`src/rtl/logic_bist_pkg.sv`:
```
// logic_bist_pkg: shared FSM states, logic-unit opcodes and the golden truth table
package logic_bist_pkg;

    typedef enum logic [1:0] {
        IDLE,
        APPLY,
        DONE
    } state_t;

    localparam logic [2:0] OP_NOT   = 3'd0;
    localparam logic [2:0] OP_NOR   = 3'd1;
    localparam logic [2:0] OP_AND   = 3'd2;
    localparam logic [2:0] OP_OR    = 3'd3;
    localparam logic [2:0] OP_XOR   = 3'd4;
    localparam logic [2:0] OP_XNOR  = 3'd5;
    localparam logic [2:0] OP_NAND  = 3'd6;
    localparam logic [2:0] OP_NAND2 = 3'd7;

    localparam logic [31:0] EXP_TT  = 32'h7796E813;
    localparam logic [4:0]  LAST_IDX = 5'd31;
    localparam logic [5:0]  ERR_MAX  = 6'd63;

endpackage

```
`src/rtl/logic_bist_sequencer_golden.sv`:
```
// logic_golden: combinational reference result of the logic unit for one opcode/operand set
module logic_golden
    import logic_bist_pkg::*;
(
    input  logic [2:0] sel,
    input  logic       a,
    input  logic       b,
    output logic       exp
);

    // opcode decode into the expected logic-unit result
    always_comb
        exp = (sel == OP_NOT)  ? ~a       :
              (sel == OP_NOR)  ? ~(a | b) :
              (sel == OP_AND)  ?  (a & b) :
              (sel == OP_OR)   ?  (a | b) :
              (sel == OP_XOR)  ?  (a ^ b) :
              (sel == OP_XNOR) ? ~(a ^ b) :
                                 ~(a & b);

endmodule

```
`src/rtl/logic_bist_sequencer.sv`:
```
// logic_bist_sequencer: sweeps all 32 logic-unit vectors and checks them; LOGIC_BIST_ERRCNT_EN enables full-sweep error counting
module logic_bist_sequencer
    import logic_bist_pkg::*;
#(
    parameter int SETTLE_CYCLES = 1
) (
    input  logic        clk,
    input  logic        rst_n,
    input  logic        start,
    output logic        lu_a,
    output logic        lu_b,
    output logic [2:0]  lu_sel,
    input  logic        lu_out,
    output logic        busy,
    output logic        done,
    output logic        pass,
    output logic [4:0]  fail_idx,
    output logic [5:0]  err_count,
    output logic [31:0] tt_capture
);

    localparam logic [2:0] HOLD = 3'(SETTLE_CYCLES);
`ifdef LOGIC_BIST_ERRCNT_EN
    localparam bit STOP_ON_FAIL = 1'b0;
`else
    localparam bit STOP_ON_FAIL = 1'b1;
`endif

    state_t     state;
    logic [4:0] idx;
    logic [2:0] cnt;
    logic       exp;
    logic       miss;
    logic       sample;
    logic       last;
    logic       launch;

    assign {lu_sel, lu_a, lu_b} = idx;

    logic_golden u_golden (
        .sel (lu_sel),
        .a   (lu_a),
        .b   (lu_b),
        .exp (exp)
    );

    assign miss   = lu_out != exp;
    assign sample = (state == APPLY) && (cnt == HOLD);
    assign last   = (idx == LAST_IDX) || (STOP_ON_FAIL && miss);
    assign launch = start && (state != APPLY);

    // run control: hold each vector for the settle window, capture, compare, advance or finish
    always_ff @(posedge clk or negedge rst_n)
        if (!rst_n) begin
            state      <= IDLE;
            idx        <= '0;
            cnt        <= '0;
            busy       <= 1'b0;
            done       <= 1'b0;
            pass       <= 1'b0;
            fail_idx   <= '0;
            tt_capture <= '0;
        end else begin
            case (state)
                IDLE, DONE:
                    if (start) begin
                        state      <= APPLY;
                        idx        <= '0;
                        cnt        <= '0;
                        busy       <= 1'b1;
                        done       <= 1'b0;
                        pass       <= 1'b1;
                        fail_idx   <= '0;
                        tt_capture <= '0;
                    end
                APPLY:
                    if (!sample)
                        cnt <= cnt + 3'd1;
                    else begin
                        cnt             <= '0;
                        tt_capture[idx] <= lu_out;
                        if (miss) begin
                            pass <= 1'b0;
                            if (pass)
                                fail_idx <= idx;
                        end
                        if (last) begin
                            state <= DONE;
                            busy  <= 1'b0;
                            done  <= 1'b1;
                        end else
                            idx <= idx + 5'd1;
                    end
                default:
                    state <= IDLE;
            endcase
        end

`ifdef LOGIC_BIST_ERRCNT_EN
    logic [5:0] err_cnt;

    // mismatch count over the full sweep, saturating at the top of its range
    always_ff @(posedge clk or negedge rst_n)
        if (!rst_n)
            err_cnt <= '0;
        else if (launch)
            err_cnt <= '0;
        else if (sample && miss && (err_cnt != ERR_MAX))
            err_cnt <= err_cnt + 6'd1;

    assign err_count = err_cnt;
`else
    assign err_count = '0;
`endif

endmodule

```
`config.mk`:
```
export PLATFORM = sky130hd
export DESIGN_NAME = logic_bist_sequencer
export DESIGN_NICKNAME = d
export VERILOG_FILES = /design/src/rtl/logic_bist_pkg.sv /design/src/rtl/logic_bist_sequencer_golden.sv /design/src/rtl/logic_bist_sequencer.sv
export SDC_FILE = /design/constraint.sdc
export NUM_CORES = 1
export LEC_CHECK = 0
export CAP_MARGIN = 10
export CELL_PAD_IN_SITES_DETAIL_PLACEMENT = 0
export CELL_PAD_IN_SITES_GLOBAL_PLACEMENT = 1
export CORE_ASPECT_RATIO = 1.1
export CORE_MARGIN = 2
export CORE_UTILIZATION = 32
export CTS_BUF_LIST = sky130_fd_sc_hd__clkbuf_2
export DETAILED_ROUTE_END_ITERATION = 12
export GPL_TIMING_DRIVEN = 0
export PLACE_DENSITY_LB_ADDON = 0.1
export SKIP_LAST_GASP = 1
export SLEW_MARGIN = 20
export SYNTH_ARGS = -nofsm -noshare
export SYNTH_HDL_FRONTEND = slang
export SYNTH_HIERARCHICAL = 1
export SYNTH_SLANG_ARGS = --single-unit
```
`constraint.sdc`:
```
create_clock -name clk -period 2.95 [get_ports clk]
set_input_delay 0.59 -clock clk [delete_from_list [all_inputs] [get_ports clk]]
set_output_delay 0.59 -clock clk [all_outputs]
set_load 0.03 [all_outputs]
```
==> impl_summary.md, run 1 <==
Outcome
The run finished with clean final reports.

STA
For the pin with the worst max-slew slack, the measured transition is 0.6604 ns. The achievable frequency is 383.5 MHz. Measured against its own limit, the worst slew margin works out to 55.97%. For the finished layout, the period the worst path requires is 2.607 ns. Setup slack closes at 0.3426 ns.

Setup repair after global routing left no endpoint under its margin. The setup-violating endpoint count in the final report is 0. The hold slack is 0.1327 ns. Between clock sinks in the finished design, the worst skew comes to 0.01883 ns. The number of pins exceeding their max-slew limit in the final report is 0. The final critical path takes up 88.39% of the cycle.

The number of hold violations in the final report is 0. The final sum of negative setup slack is 0 ns.

CTS
The clock sink total is 50. After clock tree synthesis, the flow added hold-fix buffers numbering 0. The total setup buffers inserted after CTS is 0. The H-tree level count is 2.

The cell at the root of the clock tree is sky130_fd_sc_hd__clkbuf_2. Clock latency on the worst-skew pair, taken at its later pin, is 0.43 ns. Counting along the longest clock path gives a buffer depth of 2. The clock edge transition at the registers on the reported setup and hold paths is 0.25 ns. Gates resized during post-CTS repair numbered 0. TritonCTS built the clock tree. The number of clock buffers added by TritonCTS is 5.

Pwr
Net switching is 48.85% of the power. The net load switching power is 1.295 mW. The share of power burned in the clock network is 10.4%. The largest voltage drop on the vdd net is 0.4573 mV. Cell internal power was estimated by the tool at 1.356 mW.

In this run, the combinational gates consume 55.4% of the power. The static leakage is 1.478 nW. Of the total power, registers draw 34.1%. The ratio of total power to cell area is 799.5 mW/mm^2.

Synth
Counting flops with a built-in enable in the synthesized netlist gives 0. The post-synthesis instance total is 279. The most used flip-flop cell after synthesis is sky130_fd_sc_hd__dfrtp_1. The top cell type's share of synthesized area is 47.30%.

The register area share after synthesis is 47.30%. After synthesis, the mean cell area works out to 9.480 sq um. The number of synthesis warnings is 6. After synthesis, the share of flip-flops with an asynchronous set or reset is 100.0%. Of all cell types, the one taking the most synthesized area is sky130_fd_sc_hd__dfrtp_1. The number of distinct library cells after synthesis is 51. Summing every instance area after synthesis gives 0.002645 sq mm. Sorting the synthesized cells by area gives the leading types as sky130_fd_sc_hd__dfrtp_1 (47%), sky130_fd_sc_hd__o21ai_0 (5.1%), sky130_fd_sc_hd__nand2_1 (4.8%). The post-synthesis sequential element count is 50.

Placed design
The half-perimeter wire length after detailed placement is 5253 um. Input and output buffers added on the ports amount to 48. At the end of routability-driven placement, the weighted congestion stood at 0.8136. The post-place setup slack is 0.3662 ns. Once placement completed, the tool counted placed cells totaling 440.

Route
For this run, design rule violations remaining after detail routing come to 0. The detailed-routing iteration count for the pre-antenna-repair pass is 4. For this block, the routed nets add up to 7571 um of wire. The routed layout has 2248 vias. The number of vias per cell is 5.018.

The average routed wire per standard cell is 16.90 um. The number of DRC violations after detailed-routing iteration 0 is 127. The count of nets left with antenna violations once routing finished came out at 0.

Layout
The fill cell instance count of the final layout is 838. The post-route netlist has 9.412% of its cells at a drive strength greater than 1. In the final layout, the multi-input gates occupy 0.001230 sq mm. 0 antenna diodes ended up in the layout. The most frequent standard cell in the layout excluding fill and tap cells is sky130_fd_sc_hd__dfrtp_1.

The final-stage net count is 352. The top cell types in the final layout, fill and taps aside, are sky130_fd_sc_hd__dfrtp_1 (50), sky130_fd_sc_hd__clkdlybuf4s50_1 (47), sky130_fd_sc_hd__nand2_1 (34). For this run, the number of standard cells in the final layout without fillers is 448. The layout-stage area growth over the synthesis result is 25.35%. For this run, the share of the core covered by cells in the final layout is 41.68%. The sequential cells in the finished layout cover a total of 0.001251 sq mm.

Floorplanning
The die outline area is 0.009010 sq mm. Once the floorplan was initialized, standard cells occupied 33.25% of the core. Measured along the y axis, the die boundary spans 99.36 um.

The number of top-level pins is 55. The overall die width is 90.69 um. The core region area is 0.007955 sq mm. The floorplan has 34 rows.

Flow run
The number of maximum-capacitance violations is 0.

Setup path
STA puts the critical path data required time at 3.29 ns. The path depth of the worst reg2reg path is 10. The launch instance of the worst register-to-register path is idx[0]. In this run the worst path has a maximum fanout of 11. The setup slack on the worst flop-to-flop path is 0.34 ns. The critical path is of the reg -> reg type.

The kind of end point of the critical path is a register. The endpoint identified for the worst register-to-register timing path is idx[0]. The critical path data arrival time is 2.95 ns. STA classifies the critical path startpoint as a register.

GRT
The total global routing overflow is 0. The pin count of the biggest net entering global routing is 51. The global-route usage over all layers is 17.55%. The initial antenna violation count is 0. The number of global-route vias before repair was 2307. The first-pass GRT wire length is 12360 um.

Hold path
The worst min-delay path category is in -> async.
[through the flow]
stage / total power [mW] / cell area (sq um)
3_5_place_dp: 2.377 / 3277
4_1_cts: 2.661 / 3316
6_report: 2.651 / 3316
5_1_grt: 2.869 / 3316
3_3_place_gp: 2.381 / 3279
2_1_floorplan: 1.883 / 2664
[logic make-up after synthesis]
group	count (synthesis)	share of synthesized area [%]
AND/OR/NAND/NOR	83	16.51
XOR/XNOR	3	0.9936
AO/OA/AOI/OAI	89	20.48
flip-flops	50	47.30
buffers and inverters	35	6.907
other	1	0.1418
multiplexers	9	3.406
adder cells (fa/ha/maj)	9	4.257
[final cells by class]
type	count	area share [%]
clock buffer	6	0.9057
tap	108	4.075
sequential	50	37.74
multi-input combinational	199	37.09
clock inverter	2	0.2642
timing repair buffer	48	14.42
buffer	25	4.377
inverter	10	1.132
[worst max-delay path by stage]
stage / from / endpoint / slack [ns]
2_1_floorplan: idx[1] / idx[0] / 0.43
3_3_place_gp: rst_n / tt_capture[17] / -0.33
3_5_place_dp: idx[1] / idx[0] / 0.37
4_1_cts: idx[1] / idx[0] / 0.33
5_1_grt: idx[1] / idx[0] / 0.16
6_report: idx[0] / idx[0] / 0.34
[synth_stat cells, types with 3 or more instances]
cell type	count
sky130_fd_sc_hd__clkbuf_1	7
sky130_fd_sc_hd__buf_2	8
sky130_fd_sc_hd__o22ai_1	3
sky130_fd_sc_hd__nand2b_1	5
sky130_fd_sc_hd__nand2_1	34
sky130_fd_sc_hd__dfrtp_1	50
sky130_fd_sc_hd__a21oi_1	18
sky130_fd_sc_hd__buf_4	9
sky130_fd_sc_hd__o21ai_0	27
sky130_fd_sc_hd__and3_1	5
sky130_fd_sc_hd__nor2_1	7
sky130_fd_sc_hd__nand3_1	9
sky130_fd_sc_hd__o21ai_1	16
sky130_fd_sc_hd__inv_1	10
sky130_fd_sc_hd__ha_1	9
sky130_fd_sc_hd__nor3_1	3
sky130_fd_sc_hd__mux2i_1	9
sky130_fd_sc_hd__xor2_1	3
sky130_fd_sc_hd__o311ai_1	5
sky130_fd_sc_hd__a21o_1	3
[power by group through the flow]
stage	clock network [mW]	registers [mW]	logic, mW
after global routing	0.321	0.927	1.62
after detailed placement	0	0.919	1.46
final	0.277	0.905	1.47
after global placement	0	0.919	1.46
after floorplan	0	1.04	0.844
after CTS	0.288	0.907	1.47
[sequential cells by signal, summed over array words and instances (netlist names)]
register,flops
tt_capture,32
fail_idx,5
idx,5
cnt,3
state,2
busy,1
done,1
pass,1
[layer usage]
metal	up-vias	part of all wire, %	GRT usage [%]
met5	-	0	0
met4	0	2.8	7.574
met3	13	3.4	2.955
met2	49	46	28.01
met1	1083	47	23.60
li1	1103	-	-
[critical path: stages (launching register included)]
cell,delay [ns]
sky130_fd_sc_hd__dfrtp_1,0.61
sky130_fd_sc_hd__inv_1,0.08
sky130_fd_sc_hd__ha_1,0.29
sky130_fd_sc_hd__xor2_1,0.14
sky130_fd_sc_hd__o211ai_1,0.18
sky130_fd_sc_hd__o311ai_1,0.18
sky130_fd_sc_hd__xor2_1,0.23
sky130_fd_sc_hd__or2_1,0.25
sky130_fd_sc_hd__buf_2,0.15
sky130_fd_sc_hd__and3_1,0.18
sky130_fd_sc_hd__a221o_1,0.25
No activity file was read; power rests on OpenSTA's default activity.
==> inputs of run 2 (changes only) <==
--- a/config.mk
+++ b/config.mk
@@ -5,13 +5,12 @@
 export SDC_FILE = /design/constraint.sdc
 export NUM_CORES = 1
 export LEC_CHECK = 0
-export CAP_MARGIN = 10
 export CELL_PAD_IN_SITES_DETAIL_PLACEMENT = 0
 export CELL_PAD_IN_SITES_GLOBAL_PLACEMENT = 1
 export CORE_ASPECT_RATIO = 1.1
 export CORE_MARGIN = 2
 export CORE_UTILIZATION = 32
-export CTS_BUF_LIST = sky130_fd_sc_hd__clkbuf_2
+export CTS_BUF_LIST = sky130_fd_sc_hd__clkbuf_8
 export DETAILED_ROUTE_END_ITERATION = 12
 export GPL_TIMING_DRIVEN = 0
 export PLACE_DENSITY_LB_ADDON = 0.1
==> impl_summary.md, run 2 (synthesis gave the netlist of run 1 again) <==
Outcome
Status: complete, no violations (unchanged).

Setup path
The largest stage delay on the critical path is 0.56 ns (was 0.61 ns). The worst setup path category is reg -> reg (unchanged). The maximum fanout along the worst path was 11 (unchanged).

The number of buffer and inverter instances along the worst setup path is 2 (unchanged). The data required time at the worst endpoint was 3.14 ns (was 3.29 ns). The kind of end point of the critical path is a register (unchanged). The cell with the biggest individual delay on the critical path is sky130_fd_sc_hd__dfrtp_1 (unchanged).

The critical path data arrival time is 2.80 ns (was 2.95 ns). The startpoint type of the worst setup path is a register (unchanged). The largest delay contributor family on the critical path is compound AO/OA/AOI/OAI gates (was flip-flops).

Worst-path cell chain: inv_1, ha_1, nor2b_1, a21oi_1, o311ai_1, xor2_1, or2_1, buf_2, and3_1, a221o_1 (was inv_1, ha_1, xor2_1, o211ai_1, o311ai_1, xor2_1, or2_1, buf_2, and3_1, a221o_1).

Placed design
The weighted congestion at the end of routability-driven global placement is 0.8136 (unchanged). The half-perimeter wire length after detailed placement is 5253 um (unchanged). The count of input and output buffers is 48 (unchanged). The post-place instance area was 0.003277 sq mm (unchanged).

Floorplanning
The number of top-level pins came to 55 (unchanged). The initial cell density of the core was 33.25% (unchanged). The core region area is 0.007955 sq mm (unchanged). The number of rows created at floorplan is 34 (unchanged). The overall die width is 90.69 um (unchanged). The die outline area is 0.009010 sq mm (unchanged).

The die boundary height is 99.36 um (unchanged).

CTS
The insertion delay to the later sink of the worst-skew pair is 0.31 ns (was 0.43 ns). The number of gates resized after cts is 0 (unchanged). The H-tree level count came to 2 (unchanged). The post-cts hold buffer count was 0 (unchanged). The TritonCTS clock tree is yes (unchanged). The clock sink total is 50 (unchanged). The total clock buffers created by CTS was 5 (unchanged). The clock edge transition at the registers on the reported setup and hold paths is 0.09 ns (was 0.25 ns).

The maximum root-to-sink buffer count is 2 (unchanged). The cell at the root of the clock tree is sky130_fd_sc_hd__clkbuf_8 (was sky130_fd_sc_hd__clkbuf_2). The total setup buffers inserted after CTS was 0 (unchanged).

STA
The setup-violating endpoint count in the final report was 0 (unchanged). Setup repair after global routing missed its margin: no (unchanged). The number of hold violations in the final report is 0 (unchanged). The worst slew margin relative to its limit is 56.09% (was 55.97%). The hold slack is 0.2994 ns (was 0.1327 ns). The number of pins exceeding their max-slew limit in the final report came to 0 (unchanged). The final cycle utilization of the critical path was 88.28% (was 88.39%). The worst clock skew is 0.006771 ns (was 0.01883 ns).

The shortest clock period the worst path allows after layout is 2.604 ns (was 2.607 ns). The achievable frequency is 384.0 MHz (was 383.5 MHz). The worst-margin pin slew is 0.6586 ns (was 0.6604 ns). The final sum of negative setup slack was 0 ns (unchanged).

GRT
The global-route usage over all layers was 17.61% (was 17.55%). The pin count of the biggest net entering global routing is 51 (unchanged). The first-pass GRT wire length was 12360 um (unchanged). The total global routing overflow is 0 (unchanged). The number of global-route vias before repair is 2297 (was 2307). The initial antenna violation count is 0 (unchanged).

Pwr
The largest voltage drop on the vdd net is 0.4562 mV (was 0.4573 mV). The share of power burned in the clock network is 15.0% (was 10.4%). The part of the total power dissipated in combinational logic came to 52.5% (was 55.4%). The switching power share of the total was 46.67% (was 48.85%). The static leakage is 1.500 nW (was 1.478 nW). The design internal power is 1.484 mW (was 1.356 mW). The net load switching power is 1.298 mW (was 1.295 mW). The ratio of total power to cell area came to 826.1 mW/mm^2 (was 799.5 mW/mm^2). The fraction of power consumed by sequential logic was 32.5% (was 34.1%).

Layout
The most flop-heavy register is tt_capture (unchanged). Top Registers: tt_capture (32), fail_idx (5), idx (5) (unchanged). The final core utilization is 42.34% (was 41.68%). The fill cell instance count of the final layout was 827 (was 838).

The fraction of final layout cells sized beyond drive strength 1 came to 9.412% (unchanged). The final-stage net count is 352 (unchanged). The most frequent standard cell in the layout excluding fill and tap cells is sky130_fd_sc_hd__dfrtp_1 (unchanged).

The number of flip-flops under the largest register name is 32 (unchanged). The count of inserted antenna diode cells was 0 (unchanged). Highest-count cells in the layout ignoring fill and taps: sky130_fd_sc_hd__dfrtp_1 (50), sky130_fd_sc_hd__clkdlybuf4s50_1 (47), sky130_fd_sc_hd__nand2_1 (34) (unchanged). The cell area after layout came to 0.003368 sq mm (was 0.003316 sq mm).

The layout-stage area growth over the synthesis result was 27.34% (was 25.35%).

Route
The number of vias after detailed routing is 2233 (was 2248). The post-route met1 wirelength is 3699 um (was 3596 um). The average routed wire per standard cell is 16.86 um (was 16.90 um). The final routed DRC violation total came to 0 (unchanged). The detailed route wirelength on metal2 is 3433 um (was 3501 um). The number of vias per cell is 4.984 (was 5.018). The highest metal layer used by the detailed router is met4 (unchanged). The total wirelength of the detailed-routed design is 7552 um (was 7571 um).

The detailed-routing iteration count for the pre-antenna-repair pass is 4 (unchanged). The met3 routed wirelength is 223 um (was 259 um). The number of DRC violations after detailed-routing iteration 0 is 115 (was 127). The remaining number of nets flagged by the antenna check after routing is 0 (unchanged).

Hold path
The worst min-delay path category was in -> async (unchanged).

Flow run
The number of maximum-capacitance violations is 0 (unchanged).
[run 2: changes by cell type in the layout (fill, tap and decap cells not counted), sizes merged]
cell,before,now
clkinv,2,1
inv,10,11
[run 2: layer usage]
metal  up-vias  track usage, %
met5         -               0
met4         0           7.337
met3        11           3.182
met2        38           28.13
met1      1083           23.65
li1       1101               -
[run 2: power by group through the flow]
stage / clock, mW / sequential, mW / combinational (mW)
2_1_floorplan: 0 / 1.04 / 0.844
3_3_place_gp: 0 / 0.919 / 1.46
3_5_place_dp: 0 / 0.919 / 1.46
4_1_cts: 0.431 / 0.907 / 1.47
5_1_grt: 0.464 / 0.926 / 1.62
6_report: 0.417 / 0.904 / 1.46
[run 2: final timing paths]
path	endpoint	cells after the start	startpoint	slack, ns
setup / recovery	idx[0]	10	idx[0]	0.35
hold / removal	tt_capture[2]	1	rst_n	0.30
setup reg to reg	idx[0]	10	idx[0]	0.35
hold reg to reg	tt_capture[30]	2	tt_capture[30]	0.49
max in group asynchronous	tt_capture[14]	1	rst_n	2.20
min in group clk	tt_capture[30]	2	tt_capture[30]	0.49
[run 2: metrics by stage]
step | power (mW) | setup WS (ns) | cells
final | 2.782 | 0.3458 | 448
after CTS | 2.804 | 0.3405 | 448
after global routing | 3.011 | 0.1727 | 448
after detailed placement | 2.377 | 0.3662 | 440
after global placement | 2.381 | -0.3280 | 440
after floorplan | 1.883 | 0.4342 | 284
[run 2: layout make-up]
class                           count  area (sq um)  share of cell area, %
Buffer                             25         145.1                  4.309
Clock buffer                        6         82.58                  2.452
Clock inverter                      2         8.758                 0.2600
Inverter                           10         37.54                  1.114
Multi-Input combinational cell    199          1230                  36.52
Sequential cell                    50          1251                  37.15
Tap cell                          108         135.1                  4.012
Timing Repair Buffer               48         478.0                  14.19
==> inputs of run 3 (changes only) <==
--- a/config.mk
+++ b/config.mk
@@ -12,7 +12,7 @@
 export CORE_UTILIZATION = 32
 export CTS_BUF_LIST = sky130_fd_sc_hd__clkbuf_8
 export DETAILED_ROUTE_END_ITERATION = 12
-export GPL_TIMING_DRIVEN = 0
+export GPL_TIMING_DRIVEN = 1
 export PLACE_DENSITY_LB_ADDON = 0.1
 export SKIP_LAST_GASP = 1
 export SLEW_MARGIN = 20
==> impl_summary.md, run 3 (synthesis gave the netlist of run 1 again) <==
Setup path
The launch instance of the worst register-to-register path is idx[1] (was idx[0]). The path depth of the worst reg2reg path is 9 (was 10). The critical register-to-register path endpoint is idx[0] (unchanged). The critical path data arrival time is 2.65 ns (was 2.80 ns). The kind of end point of the critical path is a register (unchanged).

The data required time at the worst endpoint is 3.14 ns (about the same). The startpoint type of the worst setup path was a register (unchanged). The maximum fanout along the worst path is 10 (was 11). The setup slack on the worst flop-to-flop path is 0.49 ns (was 0.35 ns). The worst setup path category is reg -> reg (unchanged).

Placed design
The half-perimeter wire length after detailed placement was 5088 um (was 5253 um). The post-place setup slack is 0.5008 ns (was 0.3662 ns). The weighted congestion at the end of routability-driven global placement is 0.7965 (was 0.8136). The count of input and output buffers came to 48 (unchanged). The post-place instance area came to 0.003182 sq mm (was 0.003277 sq mm).

Route
The total wirelength of the detailed-routed design is 7296 um (was 7552 um). The average routed wire per standard cell was 16.97 um (was 16.86 um). The number of vias per cell is 5.088 (was 4.984). The detailed-routing iteration count for the pre-antenna-repair pass was 4 (unchanged). The final routed DRC violation total was 0 (unchanged). The number of DRC violations after detailed-routing iteration 0 came to 153 (was 115).

The number of vias after detailed routing was 2188 (was 2233). The remaining number of nets flagged by the antenna check after routing came to 0 (unchanged).

GRT
The number of global-route vias before repair is 2171 (was 2297). The global routing usage on met3 came to 2.803% (was 3.182%). The first-pass GRT wire length was 12010 um (was 12360 um). The met1 demand-to-capacity share in global routing is 23.05% (was 23.65%). The global-route usage over all layers was 16.83% (was 17.61%).

The total global routing overflow is 0 (unchanged). The most used routing layer in global routing is met2 (unchanged). The initial antenna violation count is 0 (unchanged). The pin count of the biggest net entering global routing is 30 (was 51). The global routing usage on met2 is 27.84% (was 28.13%).

STA
The number of pins exceeding their max-slew limit in the final report was 0 (unchanged). The achievable frequency was 406.7 MHz (was 384.0 MHz). The setup-violating endpoint count in the final report is 0 (unchanged). The worst clock skew is 0.01434 ns (was 0.006771 ns). The shortest clock period the worst path allows after layout was 2.459 ns (was 2.604 ns). The final cycle utilization of the critical path is 83.36% (was 88.28%).

The minimum setup slack in the final design is 0.4910 ns (was 0.3458 ns). The final sum of negative setup slack came to 0 ns (unchanged). The worst-margin pin slew was 0.9013 ns (was 0.6586 ns).

Setup repair after global routing missed its margin: no (unchanged). The hold slack is 0.1322 ns (was 0.2994 ns). The number of hold violations in the final report is 0 (unchanged).

The worst slew margin relative to its limit is 39.91% (was 56.09%).

Layout
The count of inserted antenna diode cells was 0 (unchanged). The fraction of final layout cells sized beyond drive strength 1 is 6.832% (was 9.412%). Top Registers: tt_capture (32), fail_idx (5), idx (5) (unchanged). The most flop-heavy register was tt_capture (unchanged). The most frequent standard cell in the layout excluding fill and tap cells is sky130_fd_sc_hd__dfrtp_1 (unchanged). Highest-count cells in the layout ignoring fill and taps: sky130_fd_sc_hd__dfrtp_1 (50), sky130_fd_sc_hd__clkdlybuf4s50_1 (47), sky130_fd_sc_hd__nand2_1 (34) (unchanged). The final-stage net count was 334 (was 352). The layout-stage area growth over the synthesis result is 23.89% (was 27.34%). The fill cell instance count of the final layout is 816 (was 827). The number of flip-flops under the largest register name is 32 (unchanged). The cell area after layout is 0.003277 sq mm (was 0.003368 sq mm).

Floorplanning
The die outline area was 0.009010 sq mm (unchanged). The overall die width came to 90.69 um (unchanged). The initial cell density of the core is 33.25% (unchanged). The die boundary height came to 99.36 um (unchanged). The core region area was 0.007955 sq mm (unchanged). The number of rows created at floorplan is 34 (unchanged). The number of top-level pins was 55 (unchanged).

Outcome
Status: complete, no violations (unchanged).

CTS
The insertion delay to the later sink of the worst-skew pair is 0.31 ns (about the same). The H-tree level count came to 2 (unchanged). The clock sink total is 50 (unchanged). The cell at the root of the clock tree is sky130_fd_sc_hd__clkbuf_8 (unchanged). The clock edge transition at the registers on the reported setup and hold paths is 0.10 ns (was 0.09 ns).

The post-cts hold buffer count was 0 (unchanged). The number of gates resized after cts is 0 (unchanged). The total setup buffers inserted after CTS was 0 (unchanged). The total clock buffers created by CTS was 5 (unchanged). The maximum root-to-sink buffer count is 2 (unchanged). The TritonCTS clock tree is yes (unchanged).

Flow run
The number of maximum-capacitance violations is 0 (unchanged).

Pwr
The largest voltage drop on the vdd net is 0.4677 mV (was 0.4562 mV). The ratio of total power to cell area is 821.0 mW/mm^2 (was 826.1 mW/mm^2). The power consumption is 2.690 mW (was 2.782 mW).

The static leakage is 1.436 nW (was 1.500 nW).

Hold path
The worst min-delay path category was in -> async (unchanged).
## run 3: per-stage QoR
stage          instances  util (%)
2_1_floorplan        284         -
3_3_place_gp         422     40.00
3_5_place_dp         422     40.00
4_1_cts              430     41.19
5_1_grt              430     41.19
6_report             430     41.19
## run 3: area by class of cell
type	instances	area, sq um	area share, %
Sequential cell	50	1251	38.18
Multi-Input combinational cell	199	1230	37.53
Timing Repair Buffer	55	528.0	16.11
Tap cell	108	135.1	4.124
Clock buffer	6	82.58	2.520
Inverter	10	37.54	1.145
Clock inverter	2	12.51	0.3818
## run 3: worst max-delay path by stage
stage                start  endpoint  slack (ns)  cells after the start
global route        idx[0]      busy        0.27                      9
finish              idx[1]    idx[0]        0.49                      9
global placement    idx[1]    idx[0]        0.54                      9
floorplan           idx[1]    idx[0]        0.43                     10
CTS                 idx[1]    idx[0]        0.48                      9
detailed placement  idx[1]    idx[0]        0.50                      9
## run 3: worst max-delay path, stage by stage, from the launching register on
cell,delay (ns)
sky130_fd_sc_hd__dfrtp_1,0.54
sky130_fd_sc_hd__inv_1,0.08
sky130_fd_sc_hd__ha_1,0.31
sky130_fd_sc_hd__xor2_1,0.14
sky130_fd_sc_hd__o211ai_1,0.18
sky130_fd_sc_hd__o311ai_1,0.14
sky130_fd_sc_hd__xor2_1,0.20
sky130_fd_sc_hd__or2_1,0.32
sky130_fd_sc_hd__and3_1,0.20
sky130_fd_sc_hd__a221o_1,0.25
## run 3: power by group
group          internal [mW]  switching [mW]
Clock                  0.189           0.236
Combinational          0.451           0.899
Sequential             0.794           0.121
Total                   1.43            1.26
## run 3: routing by layer
layer / part of all wire [%] / vias up / routed length, um
li1: - / 1061 / -
met1: 47 / 1068 / 3414
met2: 48 / 52 / 3534
met3: 3.9 / 7 / 286
met4: 0.84 / 0 / 61
met5: 0 / - / 0
